File: config.mk
export PLATFORM = sky130hd
export DESIGN_NAME = vga_scan_controller
export DESIGN_NICKNAME = d
export VERILOG_FILES = /design/src/rtl/vga_scan_controller.sv
export SDC_FILE = /design/constraint.sdc
export NUM_CORES = 1
export LEC_CHECK = 0
export CAP_MARGIN = 20
export CORE_MARGIN = 3
export CORE_UTILIZATION = 45
export DETAILED_ROUTE_END_ITERATION = 8
export PLACE_DENSITY = 0.72
export RECOVER_POWER = 100
export SLEW_MARGIN = 20
export SYNTH_ARGS = -nofsm -noshare
export SYNTH_HDL_FRONTEND = slang
export SYNTH_SLANG_ARGS = --single-unit
File: constraint.sdc
create_clock -name clk -period 2.1 [get_ports clk]
set_input_delay 0.21 -clock clk [delete_from_list [all_inputs] [get_ports clk]]
set_output_delay 0.21 -clock clk [all_outputs]
set_load 0.05 [all_outputs]
File: src/rtl/vga_scan_controller.sv
// Raster timing master: scans (x, y), delays sync/blank to match the pixel-source latency.
// Optional build macro VGA_TEST_PATTERN_EN adds a test_pattern input (x ^ y gray ramp).
module vga_scan_controller #(
  parameter int H_ACTIVE    = 640,
  parameter int H_FP        = 16,
  parameter int H_SYNC      = 96,
  parameter int H_BP        = 48,
  parameter int V_ACTIVE    = 480,
  parameter int V_FP        = 10,
  parameter int V_SYNC      = 2,
  parameter int V_BP        = 33,
  parameter int PIX_LATENCY = 1,
  parameter int DATA_W      = 8
) (
  input  logic              clk,
  input  logic              reset,
  input  logic              pix_en,
  output logic [9:0]        x,
  output logic [9:0]        y,
  input  logic [DATA_W-1:0] pix_data,
`ifdef VGA_TEST_PATTERN_EN
  input  logic              test_pattern,
`endif
  output logic [DATA_W-1:0] vga_gray,
  output logic              hsync,
  output logic              vsync,
  output logic              blank_n,
  output logic              frame_start
);

  localparam int H_TOTAL = H_ACTIVE + H_FP + H_SYNC + H_BP;
  localparam int V_TOTAL = V_ACTIVE + V_FP + V_SYNC + V_BP;

  localparam logic [9:0] H_LAST   = 10'(H_TOTAL - 1);
  localparam logic [9:0] V_LAST   = 10'(V_TOTAL - 1);
  localparam logic [9:0] H_ACT    = 10'(H_ACTIVE);
  localparam logic [9:0] V_ACT    = 10'(V_ACTIVE);
  localparam logic [9:0] HS_START = 10'(H_ACTIVE + H_FP);
  localparam logic [9:0] HS_END   = 10'(H_ACTIVE + H_FP + H_SYNC);
  localparam logic [9:0] VS_START = 10'(V_ACTIVE + V_FP);
  localparam logic [9:0] VS_END   = 10'(V_ACTIVE + V_FP + V_SYNC);

  if (H_TOTAL > 1024 || V_TOTAL > 1024) begin : g_bad_totals
    $error("vga_scan_controller: H_TOTAL/V_TOTAL exceed the 10-bit counters");
  end
  if (PIX_LATENCY < 1 || PIX_LATENCY > 4) begin : g_bad_latency
    $error("vga_scan_controller: PIX_LATENCY must be 1..4");
  end

  logic [9:0]        h_cnt_r, v_cnt_r;
  logic              frame_start_r;
  logic              active_s, hs_raw_s, vs_raw_s;
  logic              act_d_s, hs_d_s, vs_d_s;
  logic [DATA_W-1:0] gray_next_s;

  // Raster counters and the coordinate-side frame marker
  always_ff @(posedge clk or posedge reset) begin
    if (reset) begin
      h_cnt_r       <= 10'd0;
      v_cnt_r       <= 10'd0;
      frame_start_r <= 1'b0;
    end else begin
      frame_start_r <= pix_en && (h_cnt_r == H_LAST) && (v_cnt_r == V_LAST);
      if (pix_en) begin
        if (h_cnt_r == H_LAST) begin
          h_cnt_r <= 10'd0;
          v_cnt_r <= (v_cnt_r == V_LAST) ? 10'd0 : v_cnt_r + 10'd1;
        end else begin
          h_cnt_r <= h_cnt_r + 10'd1;
        end
      end
    end
  end

  assign active_s = (h_cnt_r < H_ACT) && (v_cnt_r < V_ACT);
  assign hs_raw_s = ~((h_cnt_r >= HS_START) && (h_cnt_r < HS_END));
  assign vs_raw_s = ~((v_cnt_r >= VS_START) && (v_cnt_r < VS_END));

`ifdef VGA_TEST_PATTERN_EN
  logic [7:0] pat_raw_s, pat_d_s;
  assign pat_raw_s = h_cnt_r[7:0] ^ v_cnt_r[7:0];
`endif

  // The output register is the last alignment stage, so only PIX_LATENCY-1 stages live here
  if (PIX_LATENCY == 1) begin : g_no_dly
    assign act_d_s = active_s;
    assign hs_d_s  = hs_raw_s;
    assign vs_d_s  = vs_raw_s;
`ifdef VGA_TEST_PATTERN_EN
    assign pat_d_s = pat_raw_s;
`endif
  end else begin : g_dly
    logic [PIX_LATENCY-2:0] act_sr_r, hs_sr_r, vs_sr_r;
`ifdef VGA_TEST_PATTERN_EN
    logic [7:0] pat_sr_r [PIX_LATENCY-1];
`endif

    // Alignment shift register, advancing on pixel ticks only
    always_ff @(posedge clk or posedge reset) begin
      if (reset) begin
        act_sr_r <= {(PIX_LATENCY-1){1'b0}};
        hs_sr_r  <= {(PIX_LATENCY-1){1'b1}};
        vs_sr_r  <= {(PIX_LATENCY-1){1'b1}};
`ifdef VGA_TEST_PATTERN_EN
        for (int i = 0; i < PIX_LATENCY-1; i++) pat_sr_r[i] <= 8'h00;
`endif
      end else if (pix_en) begin
        act_sr_r[0] <= active_s;
        hs_sr_r[0]  <= hs_raw_s;
        vs_sr_r[0]  <= vs_raw_s;
        for (int i = 1; i < PIX_LATENCY-1; i++) begin
          act_sr_r[i] <= act_sr_r[i-1];
          hs_sr_r[i]  <= hs_sr_r[i-1];
          vs_sr_r[i]  <= vs_sr_r[i-1];
        end
`ifdef VGA_TEST_PATTERN_EN
        pat_sr_r[0] <= pat_raw_s;
        for (int i = 1; i < PIX_LATENCY-1; i++) pat_sr_r[i] <= pat_sr_r[i-1];
`endif
      end
    end

    assign act_d_s = act_sr_r[PIX_LATENCY-2];
    assign hs_d_s  = hs_sr_r[PIX_LATENCY-2];
    assign vs_d_s  = vs_sr_r[PIX_LATENCY-2];
`ifdef VGA_TEST_PATTERN_EN
    assign pat_d_s = pat_sr_r[PIX_LATENCY-2];
`endif
  end

  // Blanked pixels are forced to zero
  always_comb begin
    gray_next_s = {DATA_W{1'b0}};
    if (act_d_s) begin
`ifdef VGA_TEST_PATTERN_EN
      if (test_pattern) begin
        gray_next_s = DATA_W'(pat_d_s);
      end else begin
        gray_next_s = pix_data;
      end
`else
      gray_next_s = pix_data;
`endif
    end else begin
      gray_next_s = {DATA_W{1'b0}};
    end
  end

  // Output register
  always_ff @(posedge clk or posedge reset) begin
    if (reset) begin
      hsync    <= 1'b1;
      vsync    <= 1'b1;
      blank_n  <= 1'b0;
      vga_gray <= {DATA_W{1'b0}};
    end else if (pix_en) begin
      hsync    <= hs_d_s;
      vsync    <= vs_d_s;
      blank_n  <= act_d_s;
      vga_gray <= gray_next_s;
    end
  end

  assign x           = h_cnt_r;
  assign y           = v_cnt_r;
  assign frame_start = frame_start_r;

endmodule

Word level (Yosys, flattened, before mapping)
Index checks and enable logic that the tools add are counted.

Logic and storage cells: 28. Register bits after elaboration: 32.

Add/subtract/negate cells: 2. Magnitude comparators: 6. Bitwise gates (word level): 2. Muxes and demuxes: 3. Reduce and logical (&&, ||, !) cells: 6. Eq/ne operators: 2.

Operators by type and width (count): 10-bit by 1-bit adder with 10-bit output (second input constant) (2); 10-bit == test (second input constant) (2); 10-bit less-than comparator (second input constant) (2); 10-bit by 9-bit less-than comparator with 1-bit output (second input constant) (2); 10-bit 2-to-1 mux (2); 10-bit >= comparator (second input constant) (1); 10-bit by 9-bit >= comparator with 1-bit output (second input constant) (1); 8-bit 2-to-1 mux (1); 1-bit logical AND (5); 1-bit NOT (2); 2-bit AND reduction (1).

Logic depth before layout (Yosys ltp)
Gate-level depths: netlist (run 1).

Depth after elaboration: 3. Mapped depth: 7. Depth with buffers taken out: 6.

Least setup slack after synthesis (run 1)
Ideal clock, no wire load.

Kind: register -> register. Start: reg h_cnt_r[0], in the netlist x[0]. End: reg v_cnt_r[5], in the netlist y[5]. Data required time: 1.957 ns. Buffers on the path: 1. Period minus slack after synthesis: 1.843 ns. Cell stages (with the launch flop): 7. Slack: 0.257 ns. Arrival: 1.701 ns. Cell sequence: dfrtp_1 -> ha_1 -> and3_4 -> and4_1 -> buf_6 -> nand4_1 -> xnor2_1.

Longest elaborated chain between the ends: 2.

Ends and longest elaborated chain: start: declaration (RTL line 50) `logic [9:0] h_cnt_r, v_cnt_r;`; start signal: assignment (RTL line 69) `h_cnt_r <= h_cnt_r + 10'd1;`; 10-bit == test (RTL line 65) `if (h_cnt_r == H_LAST) begin`; 2-bit AND reduction (no source line); end signal: assignment (RTL line 67) `v_cnt_r <= (v_cnt_r == V_LAST) ? 10'd0 : v_cnt_r + 10'd1;`; end: declaration (RTL line 50).

Every way passes these cells. A chain may end at the register's enable or synchronous reset.

Worst setup path in the final report (run 1)
Start: reg hsync. End: out hsync.

RTL lines: start: declaration (RTL line 25) `output logic hsync,`; start signal: assignment (RTL line 157) `hsync <= hs_d_s;`.

No word-level cell between the ends.

==> results.md, run 1 <==
Logic synthesis:
- Counting every instance in the synthesized netlist gives 140.
- After Yosys synthesis, and, or, nand and nor cells account for 20.8% of the synthesized area.
- Counting every net in the synthesized netlist gives 155.
- The synthesized netlist occupies a cell area of 1520 um2.
- For this run, the leading register cell type out of synthesis is sky130_fd_sc_hd__dfrtp_1.
- The share of synthesized flip-flops with an asynchronous set or reset is 100%.
- Synthesis inferred 32 register bits.
- The post-synthesis share of cell area spent on xor and xnor gates is 6.34%.
- The number of warnings issued by yosys is 0.
- The netlist uses 34 different library cells.
- Of the synthesized area, sequential elements account for 52.9%.
- The main combinational cell family by area after synthesis is simple AND/OR/NAND/NOR gates.
- The mean post-synth cell area is 10.8 um2.
- Of the total synthesized cell area, the portion taken by full adders, half adders and majority gates is 3.29%.
- The share of the synthesized area in compound gates (AO/OA/AOI/OAI) is 8.98%.
- Of the post-synthesis cell area, the part taken by muxes is 3.29%.
- In this run, synthesis inferred 0 flip-flops with an integrated enable.

Drt:
- The number of vias in the routed layout is 1209.
- The final routed wire length divided by cell count is 14.2 um.
- For this block, the initial DRC count from the detailed router was 78.
- The vias per cell is 5.19.
- The pre-antenna-repair detailed-routing pass consisted of 4 iterations.
- For this block, the routed nets add up to 3.32 mm of wire.
- The antenna violation net count after detailed routing is 0.
- After detailed routing, the number of remaining DRC violations is 0.

Timing:
- Based on the critical path, the design can be clocked at up to 516 MHz.
- The clock tree skew after final layout is 0.0117 ns.
- The transition time of the tightest slew-check pin is 0.779 ns.
- The number of hold violations in the final report came to 0.
- Setup repair after global routing left no endpoint under its margin.
- The final setup TNS is 0 ns.
- The number of setup violations in the final report is 0.
- The remaining max-slew budget at the tightest pin is 48.1%.
- The worst path in the final design needs a cycle of 1.94 ns, including I/O delays and setup.
- The worst path uses 92.4% of the clock period.
- The number of pins with negative max-slew slack in the final report is 0.
- The worst setup slack after layout is 0.160 ns.

Min path:
- In this run the worst hold path is classified as primary input to flip-flop.
- The startpoint identified for the worst hold timing path is pix_data[7].

Placement:
- During placement, the flow inserted port buffers numbering 42.
- At the end of routability-driven placement, the weighted congestion stood at 0.817.
- Summed over all nets, the half-perimeter wirelength after detailed placement is 2.39 mm.
- Timing analysis after detailed placement gives a worst setup slack of 0.306 ns.

CTS:
- The clock tree from TritonCTS is done.
- Clock tree synthesis found a total of 32 sinks.
- The hold buffer count at CTS is 0.
- The post-cts resize count is 0.
- The maximum buffer depth of the clock tree is 2.
- The number of levels in the clock H-tree is 2.
- Clock-pin slew was measured on the worst setup and hold paths at 0.10 ns.
- The root buffer cell is sky130_fd_sc_hd__clkbuf_4.
- In this run the post-CTS setup repair buffer count came out at 0.
- The clock latency reported for the late side of the worst-skew pair is 0.32 ns.
- The number of CTS-inserted buffers is 5.

Critical path:
- The slowest stage of the critical path is the sky130_fd_sc_hd__dlygate4sd3_1 cell.
- Data on the critical path is required at its endpoint by 1.89 ns.
- The path type of the worst setup path is flip-flop to output pin.
- The critical path goes through dlygate4sd3_1.
- The endpoint class of the critical path is an output pin.
- In this design, the largest share of critical-path delay is due to buffers and inverters.
- In this run the worst path has a maximum fanout of 2.
- The launch point of the worst reg-to-reg path is x[0].
- The arrival time at the worst endpoint is 1.73 ns.
- The delay of the slowest cell on the worst path is 0.86 ns.
- Together, buffers and inverters on the worst path number 1.
- In this run the worst setup path begins at hsync.
- The sort of element at the start of the critical path is a flip-flop.

Power:
- The worst-case IR drop observed on VDD is 847 uV.
- The cell-internal power is 1.06 mW.
- The power per cell area is 880 nW/um2.
- In this run the power spent charging and discharging nets is 0.723 mW.
- The portion of total power attributed to combinational logic is 34.9%.
- Summed over all cells, the static leakage comes to 0.902 nW.
- The share of total power dissipated in the clock network is 20.4%.
- In this run, flip-flops and latches consume 44.7% of the power.
- The switching fraction of total power is 40.5%.

Finish:
- 0 antenna diodes ended up in the layout.
- The final-stage net count is 203.
- The synthesis-to-layout area growth is 33.4%.
- The end-of-flow core utilization is 64.8%.
- Leaving out fill and tap cells, the most frequent cells in the layout are sky130_fd_sc_hd__dlygate4sd3_1 (34), sky130_fd_sc_hd__dfrtp_1 (30), sky130_fd_sc_hd__nand2_1 (11), sky130_fd_sc_hd__xnor2_1 (10), sky130_fd_sc_hd__nand4_1 (9).
- The fraction of layout instances using a drive strength above 1 is 6.35%.
- The leading cell type in the layout, fill and taps excluded is sky130_fd_sc_hd__dlygate4sd3_1.

Die:
- Measured along the x axis, the die boundary spans 64.1 um.
- For this configuration, the core starts out at a cell density of 48.6%.
- The floorplan die height is 64.1 um.
- The region available for standard cell placement spans 3130 um2.
- The number of top-level design ports is 43.
- The floorplan has 20 rows.
- The die covers 4110 um2.

Global routing:
- The via count of the first global-routing pass came to 1209.
- The global route total overflow is 0.
- In the global route stage, overall resource usage came out at 17.8%.
- The number of antenna violations at the first check in global routing came to 0.
- The first global-routing pass estimated 5.66 mm of wire.
- The largest net degree at the start of global routing is 33.

Outcome:
- The flow ran to the end, and the final reports show no timing, DRC or antenna violations.

Job:
- The count of max-cap constraint violations is 0.
layout make-up:
type,count,area (um2)
Multi-Input combinational cell,96,644
Inverter,8,30.0
Sequential cell,32,803
Fill cell,271,1100
Clock inverter,2,10.0
Tap cell,44,55.1
Timing Repair Buffer,45,433
Clock buffer,6,51.3
metrics by stage:
step	cell area (um2)	hold slack, ns	power, mW	std cells
2_1_floorplan	1520	0.325	1.24	140
3_3_place_gp	1980	0.473	1.46	225
3_5_place_dp	1980	0.484	1.48	225
4_1_cts	2040	0.261	1.85	233
5_1_grt	2030	0.468	1.89	233
6_report	2030	0.490	1.78	233
sequential cells by signal (all words and copies together), names as in the netlist:
register and count:
vga_gray 8, vsync 1, blank_n 1, x 10
hsync 1, y 10, frame_start 1
power by group through the flow:
stage | clock (mW) | combinational, mW | sequential (mW)
after floorplan | 0 | 0.169 | 1.07
after global routing | 0.412 | 0.663 | 0.815
after global placement | 0 | 0.650 | 0.806
after detailed placement | 0 | 0.669 | 0.812
after CTS | 0.377 | 0.670 | 0.801
final | 0.363 | 0.623 | 0.797
per-layer routing:
metal	global-route usage, %	part of all wire [%]	vias to the layer above	wire [um]
met1	22.3	46	573	1520
met2	29.0	47	43	1570
met3	5.80	6.0	4	199
li1	-	-	589	-
met4	5.54	0.78	0	26
met5	0	0	-	0
synth_stat cells (2+ instances only):
master                     n  area share [%]
sky130_fd_sc_hd__dfstp_2   2             3.5
sky130_fd_sc_hd__nor2_1    8             2.0
sky130_fd_sc_hd__and2_1    4             1.6
sky130_fd_sc_hd__nand4_1   9             3.7
sky130_fd_sc_hd__o21ai_0   5             1.6
sky130_fd_sc_hd__nand2_1  11             2.7
sky130_fd_sc_hd__buf_2     2            0.66
sky130_fd_sc_hd__a21oi_1   4             1.3
sky130_fd_sc_hd__inv_1     7             1.7
sky130_fd_sc_hd__and3_1    2            0.82
sky130_fd_sc_hd__nor3_1    4             1.3
sky130_fd_sc_hd__dfrtp_1  30              49
sky130_fd_sc_hd__mux2i_1   5             3.3
sky130_fd_sc_hd__xnor2_1  10             5.8
sky130_fd_sc_hd__nand3_1   6             2.0
sky130_fd_sc_hd__and4_1    3             1.7
sky130_fd_sc_hd__a22o_1    8             4.6
sky130_fd_sc_hd__ha_1      4             3.3
path summary, 6_finish.rpt:
check,end,slack (ns),depth (start not counted)
max,hsync,0.16,1
min in group asynchronous,frame_start,0.54,3
max reg2reg,y[7],0.25,5
max in group asynchronous,x[8],1.07,3
min,vga_gray[7],0.49,2
min reg2reg,blank_n,0.49,1
cells by family (layout without fill, tap and decap cells):
kind of cell / after synthesis / count (layout)
AOI/OAI and AO/OA: 20 / 20
buffers and inverters: 12 / 61
xor gates and xnor gates: 11 / 11
DFF: 32 / 32
and+or+nand+nor: 56 / 56
muxes: 5 / 5
adders and majority gates: 4 / 4
No activity file was read; power rests on OpenSTA's default activity.
==> run 2: changes to the inputs <==
--- a/config.mk
+++ b/config.mk
@@ -9,7 +9,7 @@
 export CORE_MARGIN = 3
 export CORE_UTILIZATION = 45
 export DETAILED_ROUTE_END_ITERATION = 8
-export PLACE_DENSITY = 0.72
+export PLACE_DENSITY = 0.86
 export RECOVER_POWER = 100
 export SLEW_MARGIN = 20
 export SYNTH_ARGS = -nofsm -noshare
==> run 2 against run 1 <==
Compared with the run above:
- sequential cell count did not move
- critical path depth unchanged
- first-iteration DRC count fell by 23%
- critical endpoint is now vsync
- power up 1.9%
- register-to-register slack hardly changed
- sequential share of layout area fell by 0.22 points
- final cell count up 0.43%
- via count up 3.1%
- maximum frequency fell by 0.93%
- count of clock-buffer cells in the layout stayed put
==> results.md, run 2 (same netlist as run 1, synthesis figures left out) <==
Outcome:
- Outcome: complete, no violations (unchanged).

Critical path:
- The arrival time at the worst endpoint is 1.75 ns (was 1.73 ns).
- The reg-to-reg endpoint is y[9] (was y[7]).
- The sort of element at the start of the critical path was a flip-flop (unchanged).
- The path type of the worst setup path is flip-flop to output pin (unchanged).
- The required time at the endpoint of the critical path is 1.89 ns (about the same).
- The critical path's top delay family was buffers and inverters (unchanged).
- The delay of the slowest cell on the worst path is 0.87 ns (was 0.86 ns).
- The cell at the slowest stage of the critical path is sky130_fd_sc_hd__dlygate4sd3_1 (unchanged).
- The path depth of the worst reg2reg path came to 5 (unchanged).
- The slack of the worst reg-to-reg path was 0.25 ns (about the same).
- The number of buffer and inverter stages on the critical path was 1 (unchanged).
- The launch point of the worst reg-to-reg path was x[0] (unchanged).
- Cell-by-cell trace of the critical path: dlygate4sd3_1 (unchanged).
- The endpoint class of the critical path was an output pin (unchanged).
- The biggest fanout along the worst timing path is 2 (unchanged).

Drt:
- The top routing layer in use is met4 (unchanged).
- The antenna violation net count after detailed routing is 0 (unchanged).
- The post-route DRC violation count came to 0 (unchanged).
- The final routed wire length divided by cell count is 15.0 um (was 14.2 um).
- The routed length on met3 came to 246 um (was 199 um).
- The routed metal-1 wire length is 1.53 mm (was 1.52 mm).
- The met2 wire length was 1.66 mm (was 1.57 mm).
- The vias per cell came to 5.33 (was 5.19).
- The number of vias in the routed layout is 1247 (was 1209).
- The final wirelength came to 3.50 mm (was 3.32 mm).
- The count of routing violations after the opening detailed-route iteration is 60 (was 78).
- The number of search-and-repair iterations in the first detailed-routing pass is 4 (unchanged).

Timing:
- The number of pins with negative max-slew slack in the final report is 0 (unchanged).
- The final setup TNS is 0 ns (unchanged).
- The minimum clock period was 1.96 ns (was 1.94 ns).
- The number of hold violations in the final report was 0 (unchanged).
- The transition time of the tightest slew-check pin is 0.901 ns (was 0.779 ns).
- The clock tree skew after final layout is 0.00638 ns (was 0.0117 ns).
- The number of setup violations in the final report was 0 (unchanged).
- Setup repair after global routing missed its margin: false (unchanged).
- The final worst-path cycle share is 93.2% (was 92.4%).
- The timing-limited maximum frequency came to 511 MHz (was 516 MHz).
- The remaining max-slew budget at the tightest pin was 39.9% (was 48.1%).

Finish:
- The number of inserted diodes is 0 (unchanged).
- The leading cell type in the layout, fill and taps excluded is sky130_fd_sc_hd__dlygate4sd3_1 (unchanged).
- The final standard cell area without fillers was 2040 um2 (was 2030 um2).
- The final non-filler cell total is 234 (was 233).
- The fraction of layout instances using a drive strength above 1 came to 6.84% (was 6.35%).
- The synthesis-to-layout area growth was 34.2% (was 33.4%).
- Commonest non-fill, non-tap cells in the layout: sky130_fd_sc_hd__dlygate4sd3_1 (33), sky130_fd_sc_hd__dfrtp_1 (30), sky130_fd_sc_hd__nand2_1 (11), sky130_fd_sc_hd__xnor2_1 (10) (was sky130_fd_sc_hd__dlygate4sd3_1 (34), sky130_fd_sc_hd__dfrtp_1 (30), sky130_fd_sc_hd__nand2_1 (11), sky130_fd_sc_hd__xnor2_1 (10), sky130_fd_sc_hd__nand4_1 (9)).
- The final-stage net count is 204 (was 203).

CTS:
- The clock latency reported for the late side of the worst-skew pair was 0.33 ns (was 0.32 ns).
- The maximum buffer depth of the clock tree was 2 (unchanged).
- The post-cts resize count is 0 (unchanged).
- The number of CTS-inserted buffers is 5 (unchanged).
- The hold buffer count at CTS is 0 (unchanged).
- The number of levels in the clock H-tree is 2 (unchanged).
- The clock sink count is 32 (unchanged).
- The clock tree from TritonCTS is done (unchanged).
- The clock slew at the register clock pins of the worst setup and hold paths is 0.10 ns (about the same).
- The root buffer cell is sky130_fd_sc_hd__clkbuf_4 (unchanged).
- The post-CTS setup buffer count was 0 (unchanged).

Global routing:
- The global route total overflow was 0 (unchanged).
- The number of antenna violations at the first check in global routing came to 0 (unchanged).
- The global routing usage summed across all routing layers is 18.8% (was 17.8%).
- The largest net degree at the start of global routing is 18 (was 33).
- The via count of the first global-routing pass is 1223 (was 1209).
- The wire length of the first global-routing pass was 5.87 mm (was 5.66 mm).

Die:
- The floorplan row count came to 20 (unchanged).
- The horizontal die dimension is 64.1 um (unchanged).
- The floorplan die height is 64.1 um (unchanged).
- The area of the core is 3130 um2 (unchanged).
- The starting density of the core is 48.6% (unchanged).
- The number of top-level design ports is 43 (unchanged).
- The total die area is 4110 um2 (unchanged).

Placement:
- The post-DP HPWL is 2.55 mm (was 2.39 mm).
- The total cell area at the placement stage is 1990 um2 (was 1980 um2).
- The placer's final routability congestion estimate is 0.786 (was 0.817).
- The post-placement cell count came to 226 (was 225).
- The count of port buffers added during placement was 42 (unchanged).

Min path:
- The worst min-delay path class is primary input to flip-flop (unchanged).
- The cell count of the worst hold path is 2 (unchanged).
- The startpoint of the worst hold path is pix_data[2] (was pix_data[7]).
- The end point of the most critical hold path is vga_gray[2] (was vga_gray[7]).

Power:
- The portion of total power attributed to combinational logic is 35.1% (was 34.9%).
- The switching fraction of total power is 41.3% (was 40.5%).
- The highest ir drop seen on vdd was 670 uV (was 847 uV).
- The switching power total is 0.750 mW (was 0.723 mW).
- The power after layout is 1.82 mW (was 1.78 mW).
- The register share of total power came to 44.2% (was 44.7%).
- The power per cell area is 891 nW/um2 (was 880 nW/um2).
- The cell-internal power is 1.07 mW (was 1.06 mW).
- The clock share of power is 20.6% (was 20.4%).
- The static leakage is 0.901 nW (was 0.902 nW).

Job:
- The count of max-cap constraint violations is 0 (unchanged).
run 2: how the worst max path moves through the flow:
| stage | from | cells past startpoint | slack [ns] | to |
|---|---|---|---|---|
| finish | vsync | 1 | 0.14 | vsync |
| global route | vsync | 1 | 0.09 | vsync |
| CTS | vsync | 1 | 0.19 | vsync |
| detailed placement | pix_en | 5 | 0.31 | y[7] |
| global placement | pix_en | 5 | 0.37 | y[5] |
| floorplan | x[0] | 6 | 0.26 | y[5] |
run 2: per-stage QoR:
| step | util (%) | hold slack (ns) | setup WS, ns |
|---|---|---|---|
| 6_report | 65.2 | 0.476 | 0.142 |
| 5_1_grt | 65.2 | 0.469 | 0.0913 |
| 4_1_cts | 65.5 | 0.195 | 0.187 |
| 3_5_place_dp | 63.6 | 0.476 | 0.308 |
| 3_3_place_gp | 63.6 | 0.465 | 0.372 |
| 2_1_floorplan | - | 0.325 | 0.257 |
run 2: power groups by stage:
stage	registers (mW)	logic [mW]	clock network, mW
floorplan	1.07	0.169	0
global placement	0.804	0.648	0
detailed placement	0.814	0.670	0
CTS	0.804	0.675	0.385
global route	0.819	0.677	0.413
finish	0.803	0.638	0.375
run 2: area by class of cell:
| class | count | area [um2] |
|---|---|---|
| Clock buffer | 6 | 51.3 |
| Fill cell | 245 | 1090 |
| Multi-Input combinational cell | 96 | 649 |
| Timing Repair Buffer | 46 | 439 |
| Clock inverter | 2 | 10.0 |
| Sequential cell | 32 | 803 |
| Inverter | 8 | 30.0 |
| Tap cell | 44 | 55.1 |
run 2: per-layer routing:
metal  vias up  track usage, %
met3         6            6.68
met2        50            30.3
met4         0            8.97
li1        600               -
met5         -               0
met1       591            22.2
